`src/rtl/counter_step_driver_if.sv`:
```
// rtl/counter_step_driver_if.sv - control-side and counter-side signals of the step driver
// master: controller plus counter; slave: the driver itself.
interface counter_step_driver_if #(
  parameter int WIDTH = 8
);
  logic             start;
  logic [WIDTH-1:0] target;
  logic             abort;
  logic             busy;
  logic             done;
  logic             err;
  logic [WIDTH-1:0] cnt_in;
  logic             enable;
  logic             up_down;

  modport master (
    output start, target, abort, cnt_in,
    input  busy, done, err, enable, up_down
  );

  modport slave (
    input  start, target, abort, cnt_in,
    output busy, done, err, enable, up_down
  );
endinterface

```
`src/rtl/counter_step_driver.sv`:
```
// rtl/counter_step_driver.sv - steps an up/down counter to a target along the shortest wrap path
// Step count is fixed at start; cnt_in is only consulted again when checking the result.
module counter_step_driver #(
  parameter int WIDTH    = 8,
  parameter int STEP_GAP = 0
) (
  input  logic                  clk,
  input  logic                  reset,
  counter_step_driver_if.slave  bus
);

  localparam int GW = (STEP_GAP > 1) ? $clog2(STEP_GAP) : 1;

  typedef enum logic [2:0] {
    S_IDLE,
    S_RUN,
    S_GAP,
    S_SETTLE,
    S_DONE
  } state_t;

  state_t           state_q;
  logic [WIDTH-1:0] target_q;
  logic [WIDTH-1:0] remaining_q;
  logic [GW-1:0]    gap_q;
  logic             enable_q;
  logic             up_down_q;
  logic             busy_q;
  logic             done_q;
  logic             err_q;

  logic [WIDTH-1:0] up_dist_d;
  logic [WIDTH-1:0] dn_dist_d;
  logic [WIDTH-1:0] steps_d;
  logic [WIDTH-1:0] remaining_d;
  logic             dir_d;

  // Modular distances both ways; a tie resolves upward.
  always_comb begin
    up_dist_d   = bus.target - bus.cnt_in;
    dn_dist_d   = bus.cnt_in - bus.target;
    dir_d       = (up_dist_d <= dn_dist_d);
    steps_d     = dir_d ? up_dist_d : dn_dist_d;
    remaining_d = remaining_q - 1'b1;
  end

  always_ff @(posedge clk or negedge reset) begin
    if (!reset) begin
      state_q     <= S_IDLE;
      target_q    <= '0;
      remaining_q <= '0;
      gap_q       <= '0;
      enable_q    <= 1'b0;
      up_down_q   <= 1'b0;
      busy_q      <= 1'b0;
      done_q      <= 1'b0;
      err_q       <= 1'b0;
    end else begin
      done_q <= 1'b0;
      case (state_q)
        S_IDLE: begin
          if (bus.start) begin
            target_q    <= bus.target;
            up_down_q   <= dir_d;
            remaining_q <= steps_d;
            err_q       <= 1'b0;
            busy_q      <= 1'b1;
            if (steps_d == '0) begin
              state_q  <= S_SETTLE;
              enable_q <= 1'b0;
            end else begin
              state_q  <= S_RUN;
              enable_q <= 1'b1;
            end
          end
        end
        S_RUN: begin
          remaining_q <= remaining_d;
          if (bus.abort || remaining_d == '0) begin
            state_q  <= S_SETTLE;
            enable_q <= 1'b0;
          end else if (STEP_GAP > 0) begin
            state_q  <= S_GAP;
            enable_q <= 1'b0;
            gap_q    <= GW'(STEP_GAP - 1);
          end else begin
            enable_q <= 1'b1;
          end
        end
        S_GAP: begin
          if (bus.abort) begin
            state_q <= S_SETTLE;
          end else if (gap_q == '0) begin
            state_q  <= S_RUN;
            enable_q <= 1'b1;
          end else begin
            gap_q <= gap_q - 1'b1;
          end
        end
        S_SETTLE: begin
          err_q   <= (bus.cnt_in != target_q);
          done_q  <= 1'b1;
          state_q <= S_DONE;
        end
        S_DONE: begin
          busy_q  <= 1'b0;
          state_q <= S_IDLE;
        end
        default: begin
          state_q  <= S_IDLE;
          enable_q <= 1'b0;
          busy_q   <= 1'b0;
        end
      endcase
    end
  end

  assign bus.enable  = enable_q;
  assign bus.up_down = up_down_q;
  assign bus.busy    = busy_q;
  assign bus.done    = done_q;
  assign bus.err     = err_q;

endmodule

```
`src/flat_wrapper.sv`:
```
// flat-port wrapper written by rule: the top's interface ports become plain ports
module counter_step_driver_flat 
#(
  parameter int WIDTH    = 8,
  parameter int STEP_GAP = 0
)
  (clk, reset, bus_start, bus_target, bus_abort, bus_cnt_in, bus_busy, bus_done, bus_err, bus_enable, bus_up_down);
  counter_step_driver_if #(.WIDTH(WIDTH)) bus_i ();
  input  logic clk;
  input  logic reset;
  input wire logic [$bits(bus_i.start)-1:0] bus_start;
  input wire logic [$bits(bus_i.target)-1:0] bus_target;
  input wire logic [$bits(bus_i.abort)-1:0] bus_abort;
  input wire logic [$bits(bus_i.cnt_in)-1:0] bus_cnt_in;
  output wire logic [$bits(bus_i.busy)-1:0] bus_busy;
  output wire logic [$bits(bus_i.done)-1:0] bus_done;
  output wire logic [$bits(bus_i.err)-1:0] bus_err;
  output wire logic [$bits(bus_i.enable)-1:0] bus_enable;
  output wire logic [$bits(bus_i.up_down)-1:0] bus_up_down;
  assign bus_i.start = bus_start;
  assign bus_i.target = bus_target;
  assign bus_i.abort = bus_abort;
  assign bus_i.cnt_in = bus_cnt_in;
  assign bus_busy = bus_i.busy;
  assign bus_done = bus_i.done;
  assign bus_err = bus_i.err;
  assign bus_enable = bus_i.enable;
  assign bus_up_down = bus_i.up_down;
  counter_step_driver #(.WIDTH(WIDTH), .STEP_GAP(STEP_GAP)) u_core (.clk(clk), .reset(reset), .bus(bus_i));
endmodule
```
`config.mk`:
```
export PLATFORM = sky130hd
export DESIGN_NAME = counter_step_driver_flat
export DESIGN_NICKNAME = d
export VERILOG_FILES = /design/src/rtl/counter_step_driver_if.sv /design/src/rtl/counter_step_driver.sv /design/src/flat_wrapper.sv
export SDC_FILE = /design/constraint.sdc
export NUM_CORES = 1
export LEC_CHECK = 0
export CAP_MARGIN = 20
export CORE_MARGIN = 4
export CORE_UTILIZATION = 26
export CTS_BUF_LIST = sky130_fd_sc_hd__clkbuf_8
export DETAILED_ROUTE_END_ITERATION = 16
export PLACE_DENSITY = 0.5
export SLEW_MARGIN = 10
export SYNTH_ARGS = -nofsm -noshare
export SYNTH_HDL_FRONTEND = slang
export SYNTH_SLANG_ARGS = --single-unit
```
`constraint.sdc`:
```
create_clock -name clk -period 5.32 [get_ports clk]
set_input_delay 0.532 -clock clk [delete_from_list [all_inputs] [get_ports clk]]
set_output_delay 0.532 -clock clk [all_outputs]
set_load 0.01 [all_outputs]
```
==> results of run 1 <==
-- cell families (layout without fill, tap and decap cells) --
group | count (synthesis) | in the layout | synth area share [%]
compound gates | 66 | 66 | 21.05
xor+xnor | 23 | 23 | 9.185
fa+ha+maj | 24 | 24 | 14.38
buf+inv | 34 | 54 | 6.560
flops | 24 | 24 | 27.38
mux | 7 | 7 | 3.366
simple gates | 79 | 79 | 18.08
-- stage by stage --
step                      area, µm²  cells  hold WS (ns)  util, %  worst slack [ns]
after floorplan                2193    257        0.2364        -             1.825
after global placement         2522    378        0.4778    30.70            0.8345
after detailed placement       2522    378        0.4888    30.70            0.8344
after CTS                      2594    382        0.5119    31.57             1.124
after global routing           2594    382        0.5489    31.57            0.8567
final                          2594    382        0.5020    31.57             1.090
-- worst paths after layout --
kind                                          to               start  slack, ns  depth (start not counted)
setup / recovery           u_core.remaining_q[2]       bus_cnt_in[0]       1.09                         16
hold / removal                u_core.bus.up_down  u_core.bus.up_down       0.50                          2
setup reg to reg              u_core.target_q[5]   u_core.state_q[1]       3.37                          3
hold reg to reg               u_core.bus.up_down  u_core.bus.up_down       0.50                          2
max in group asynchronous  u_core.remaining_q[6]               reset       4.45                          2
min in group asynchronous      u_core.state_q[0]               reset       0.62                          2
-- state kept, by name, summed over array words and instances, names as in the netlist --
signal,cells
u_core.remaining_q,8
u_core.target_q,8
u_core.state_q,3
u_core.bus.busy,1
u_core.bus.done,1
u_core.bus.enable,1
u_core.bus.err,1
u_core.bus.up_down,1
-- tightest hold or removal path: stages (launching register included) --
cell and delay (ns):
dfrtp_1 0.36, nand2_1 0.05, o21ai_0 0.06
-- layer usage --
metal  share of wire [%]  vias to the layer above  track usage, %
li1                    -                      950               -
met1                  48                      860           15.13
met2                  47                       35           18.93
met3                 3.7                        8           1.737
met4                 1.3                        0           2.206
met5                   0                        -               0
-- cell usage after synthesis (all sizes together), types with 2 or more instances --
master / n / area (µm²)
xor2: 9 / 78.83
clkbuf: 6 / 22.52
dfrtp: 24 / 600.6
nor4b: 3 / 32.53
mux2: 3 / 33.78
nor3: 5 / 25.02
o21ai: 26 / 137.6
o31a: 2 / 17.52
and3: 2 / 12.51
o221ai: 3 / 26.28
nand4: 4 / 25.02
a211oi: 6 / 55.05
nand3: 3 / 15.01
nor4: 5 / 31.28
mux2i: 4 / 40.04
ha: 22 / 275.3
nand2b: 6 / 37.54
o22ai: 2 / 12.51
a21o: 2 / 15.01
buf: 3 / 27.52
xnor2: 14 / 122.6
nor2: 22 / 85.09
a21oi: 9 / 56.31
nand2: 23 / 88.84
a22oi: 3 / 22.52
inv: 25 / 93.84
fa: 2 / 40.04
-- layout make-up --
class	count	area [µm²]
clock inverters	1	30.03
inverters	25	93.84
repair buffers	25	247.7
multi-input cells	199	1449
fillers	866	5623
well taps	105	131.4
clock buffers	3	41.29
flip-flops and latches	24	600.6
-- report_power, final --
part	internal [µW]	switching (µW)
clock network	101	68.0
logic	279	316
registers	270	90.6
==> impl_summary.txt, run 1 <==
----------------------------------------------------
[Timing]
  Final Hold Vio Count ... 0
  Maximum operating frequency ... ~240 MHz
  Setup violation total in the final timing report ... 0
  Share of the clock period used by the worst path after layout ... 79.51%
  Pins Over Slew Limit ... 0
  Sum Neg Setup Slack ... 0 ns
  Max-slew headroom at the worst pin ... a little under a third
  RSZ-0062 raised after global routing ... false
  Period minus WS final ... 4.230 ns
  Worst clock skew ... 0.003666 ns
  Transition at the pin with the smallest max-transition slack ... 1.032 ns

[Clock tree]
  CTS root buf ... clkbuf_8
  H-tree Lvls ... 1
  CTS tree ... built
  Num CTS Buffers ... 3
  Hold-fix buffer count after cts ... 0
  Clk_lat worst skew ... 0.28 ns
  Setup fix buffers added after clock tree synthesis ... 0
  Post-cts resize count ... 0
  Clock-pin slew on the worst setup and hold paths ... 0.09 ns
  Num Clock Sinks ... 24
  CTS max path bufs ... 2

[Synthesis]
  Net Count, Synth ... around 300
  Synth Warn # ... 0
  EDFF count, synth ... 0
  Predominant post-synthesis flop cell ... dfrtp_1
  Avg Cell Area, Syn ... between 8 and 9 µm²
  Cell area after synthesis ... 2193 µm²
  Sequential fraction of the synthesis area ... 27.38%
  Gate count after technology mapping ... 257
  Post-synthesis async set-or-reset flop share ... 100.0%
  Unique masters post-synth ... 55
  Synthesized flop and latch total ... 24

[Routing]
  Number of antenna-violating nets in the routed design ... 0
  Number of vias in the routed layout ... about 1,900
  Post-route DRC ... 0
  Routed WL per cell ... 14.04 µm
  Iteration-0 DRC count of the detailed router ... 74
  Drt via density ... 4.851
  First-pass iteration count of the detailed router ... 4
  Wire length reported by the detailed router ... around 5.4 mm

[Setup path]
  Highest fanout seen on the critical path ... 7
  CP cell instances ... clkdlybuf4s50_1 > inv_1 > ha_1 > fa_1 > nor2b_1 > o31a_1 > o21ai_1 > nand2b_1 > xor2_1 > inv_1 > ha_1 > nand4_1 > o311a_1 > nor2_2 > mux2_2 > o221ai_1
  Slowest-stage cell, CP ... clkdlybuf4s50_1
  Required time at the endpoint of the critical path ... 5.50 ns
  Category of the most critical setup path ... in2reg
  Arrival time reported for the critical path endpoint ... 4.41 ns
  Critical path's top delay family ... adder cells
  CP Buf/Inv Count ... 3
  Largest stage delay on the critical path ... 0.52 ns
  Worst setup EP type ... register
  Crit path launch type ... primary input

[Floorplan]
  Starting density of the core ... 26.69%
  Width of the die ... about 100 µm
  Count of standard-cell rows ... 33
  Full die area ... 9969 µm²
  Vertical extent of the die ... 99.85 µm
  Core area ... 8217 µm²
  I/O pins ... 25

[Placement]
  Count of input and output buffers ... 24
  Weighted congestion reported at the end of routability-driven placement ... between 0.8 and 0.9
  HPWL after DPL ... roughly 4.3 mm

[Pwr]
  Leakage dissipation ... 0.001132 µW
  Pwr dens ... between 400 and 500 nW/µm²
  Peak VDD IR ... approximately 0.00012 V
  Post-layout power ... about 1100 µW

[Worst hold path]
  Type of the most critical hold path ... reg2reg

[Layout]
  Commonest cells after routing, fill and taps aside ... 24 x inv_1, 24 x clkdlybuf4s50_1, 24 x dfrtp_1, 22 x nand2_1, 22 x ha_1
  Area overhead of the layout relative to synthesis ... 18.25%
  Final antenna diode count ... 0
  Fraction of final layout cells with drive strength greater than 1 ... 6.859%
  Nets ... 322

[Global routing]
  Wire length of the first global-routing pass ... 9.108 mm
  Number of antenna violations at the first check in global routing ... 0
  GR Overflow Total ... 0
  Number of global-route vias before repair ... 1,906
  Total routing resource utilization after global routing ... 11.19%
  Pin count of the biggest net entering global routing ... 28

[Status]
  Run status ... completed

[Flow run]
  Number of maximum-capacitance constraint violations ... 0

----------------------------------------------------
No activity file was read; power rests on OpenSTA's default activity.
==> inputs of run 2 (changes only) <==
- clock period: 5.32 -> 3.9 ns (I/O delays scaled with it)
==> run 2 against run 1 <==
Power grew 45%. Clock power grew 37%. Worst hold slack lost 0.042 ns. Register-to-register slack lost 1.4 ns. Wire length grew 4.8%. Sequential power grew 36%. Global-route usage grew 0.16 points. Setup slack lost 0.89 ns. Design area grew 9.5%. Cell count grew 7.6%. Via count grew 6.7%. Critical path type unchanged. Largest power group unchanged. Highest routed layer unchanged.
==> impl_summary.txt, run 2 (synthesized netlist as in run 1, its figures left out) <==
----------------------------------------------------
[Pwr]
  Pwr dens ... 574.2 nW/µm² (+32%)
  Leakage dissipation ... 0.001279 µW (+13%)
  Post-layout power ... 1630 µW (+45%)
  Peak VDD IR ... 0.0002034 V (+71%)

[Floorplan]
  Vertical extent of the die ... 99.85 µm (unchanged)
  Core area ... 8217 µm² (unchanged)
  Starting density of the core ... 26.69% (unchanged)
  Width of the die ... 99.85 µm (unchanged)
  Full die area ... 9969 µm² (unchanged)
  Count of standard-cell rows ... 33 (unchanged)
  I/O pins ... 25 (unchanged)

[Global routing]
  Wire length of the first global-routing pass ... 9.204 mm (+1.1%)
  Pin count of the biggest net entering global routing ... 28 (unchanged)
  Number of antenna violations at the first check in global routing ... 0 (unchanged)
  GR Overflow Total ... 0 (unchanged)
  Number of global-route vias before repair ... 1,953 (+2.5%)
  Total routing resource utilization after global routing ... 11.34% (+0.16 points)

[Setup path]
  Crit path launch type ... primary input
  Arrival time reported for the critical path endpoint ... 3.88 ns (-0.53 ns)
  Highest fanout seen on the critical path ... 4 (-3)
  Required time at the endpoint of the critical path ... 4.08 ns (-1.42 ns)
  Destination of the worst register-to-register timing path ... u_core.target_q[1]
  Category of the most critical setup path ... in2reg
  Crit Reg-Reg Startpoint ... u_core.state_q[0]
  Worst setup EP type ... register
  Flop2flop setup slack ... 1.94 ns (-1.43 ns)
  Worst r2r path cells ... 3 (unchanged)

[Layout]
  Final antenna diode count ... 0 (unchanged)
  Largest registers ... u_core.remaining_q x8, u_core.target_q x8, u_core.state_q x3
  Commonest cells after routing, fill and taps aside ... 30 x buf_4, 24 x inv_1, 24 x clkdlybuf4s50_1, 24 x dfrtp_1
  Area overhead of the layout relative to synthesis ... 29.44%
  Fraction of final layout cells with drive strength greater than 1 ... 16.99% (+10 points)
  Most common cell after layout, fill and taps aside ... buf_4
  Nets ... 351 (+9.0%)

[Routing]
  Post-route DRC ... 0 (unchanged)
  Iteration-0 DRC count of the detailed router ... 45 (-39%)
  Routed WL per cell ... 13.68 µm (-2.6%)
  Number of antenna-violating nets in the routed design ... 0 (unchanged)
  Drt via density ... 4.813 (-0.79%)
  First-pass iteration count of the detailed router ... 4 (unchanged)
  Wire length reported by the detailed router ... 5.624 mm (+4.8%)
  Number of vias in the routed layout ... 1,978 (+6.7%)

[Timing]
  Transition at the pin with the smallest max-transition slack ... 1.021 ns (-0.01142 ns)
  Pins Over Slew Limit ... 0 (unchanged)
  Worst clock skew ... 0.01168 ns (+0.008013 ns)
  Maximum operating frequency ... roughly 270 MHz
  Max-slew headroom at the worst pin ... 31.73% (+0.76 points)
  Share of the clock period used by the worst path after layout ... 94.83%
  RSZ-0062 raised after global routing ... false
  Setup violation total in the final timing report ... 0 (unchanged)
  Final Hold Vio Count ... 0 (unchanged)
  Period minus WS final ... 3.698 ns
  Worst-case setup margin in the final layout ... 0.2016 ns (-0.8884 ns)

[Clock tree]
  Clk_lat worst skew ... 0.28 ns (about the same)
  H-tree Lvls ... 1 (unchanged)
  Clock-pin slew on the worst setup and hold paths ... 0.11 ns (+0.02 ns)
  CTS max path bufs ... 2 (unchanged)
  CTS tree ... built
  Num Clock Sinks ... 24 (unchanged)
  Num CTS Buffers ... 3 (unchanged)
  CTS root buf ... clkbuf_8

[Placement]
  HPWL after DPL ... 4.451 mm (+4.1%)
  Pre-CTS setup slack ... -0.1600 ns (-0.9944 ns)
  Weighted congestion reported at the end of routability-driven placement ... 0.8504 (about the same)
  Count of input and output buffers ... 24 (unchanged)

[Worst hold path]
  Type of the most critical hold path ... in2async

[Flow run]
  Number of maximum-capacitance constraint violations ... 0 (unchanged)

[Status]
  Run status ... completed

----------------------------------------------------
[run 2: worst max-delay path by stage]
stage	endpoint	slack (ns)	startpoint	depth (start not counted)
finish	u_core.bus.enable	0.20	bus_cnt_in[0]	17
global route	u_core.bus.enable	0.006	bus_cnt_in[0]	17
CTS	u_core.bus.enable	0.15	bus_cnt_in[0]	17
detailed placement	u_core.bus.enable	-0.16	bus_cnt_in[0]	17
global placement	u_core.bus.enable	-0.07	bus_cnt_in[0]	17
floorplan	u_core.bus.enable	0.55	bus_cnt_in[0]	16
[run 2: layer usage]
layer	GRT usage (%)	wire [µm]
met5	0	0
met4	1.891	31
met3	2.085	159
met2	19.04	2680
met1	15.42	2752
[run 2: worst max-delay path, stage by stage]
cell and delay [ns]:
clkdlybuf4s50_1 0.42, buf_4 0.15, ha_1 0.22, fa_1 0.38, nand2b_1 0.17, a21oi_1 0.12
o21ai_0 0.08, nand2b_1 0.10, xnor2_1 0.15, inv_1 0.07, ha_1 0.30, nand4_1 0.12
o311a_4 0.37, nor4_2 0.24, nand4_1 0.12, a2bb2oi_1 0.15, a221o_1 0.31
[run 2: timing repair]
item / in CTS / in global routing
buffers inserted: 0 / 0
hold buffers: 0 / 0
hold endpoints to repair: 0 / 0
setup endpoints to repair: 0 / 7
resized for setup: 0 / 5
[run 2: stage by stage]
| stage | std cells | TNS, ns | cell area [µm²] | util, % | hold slack [ns] |
|---|---|---|---|---|---|
| after detailed placement | 407 | -0.7693 | 2740 | 33.35 | 0.4874 |
| after floorplan | 257 | 0 | 2193 | - | 0.09441 |
| after global placement | 407 | -0.2491 | 2740 | 33.35 | 0.4805 |
| final | 411 | 0 | 2839 | 34.55 | 0.4604 |
| after CTS | 411 | 0 | 2811 | 34.22 | 0.4776 |
| after global routing | 411 | 0 | 2839 | 34.55 | 0.4866 |
[run 2: final cells by class]
cell class | instances | area, µm²
timing repair buffer | 54 | 465.4
multi-input combinational | 199 | 1476
tap | 105 | 131.4
sequential | 24 | 600.6
clock inverter | 1 | 30.03
inverter | 25 | 93.84
clock buffer | 3 | 41.29
fill | 856 | 5378
[run 2: where the power goes]
part | switching (µW) | internal (µW)
sequential | 122 | 368
clock | 94.5 | 138
combinational | 458 | 450
total | 674 | 956
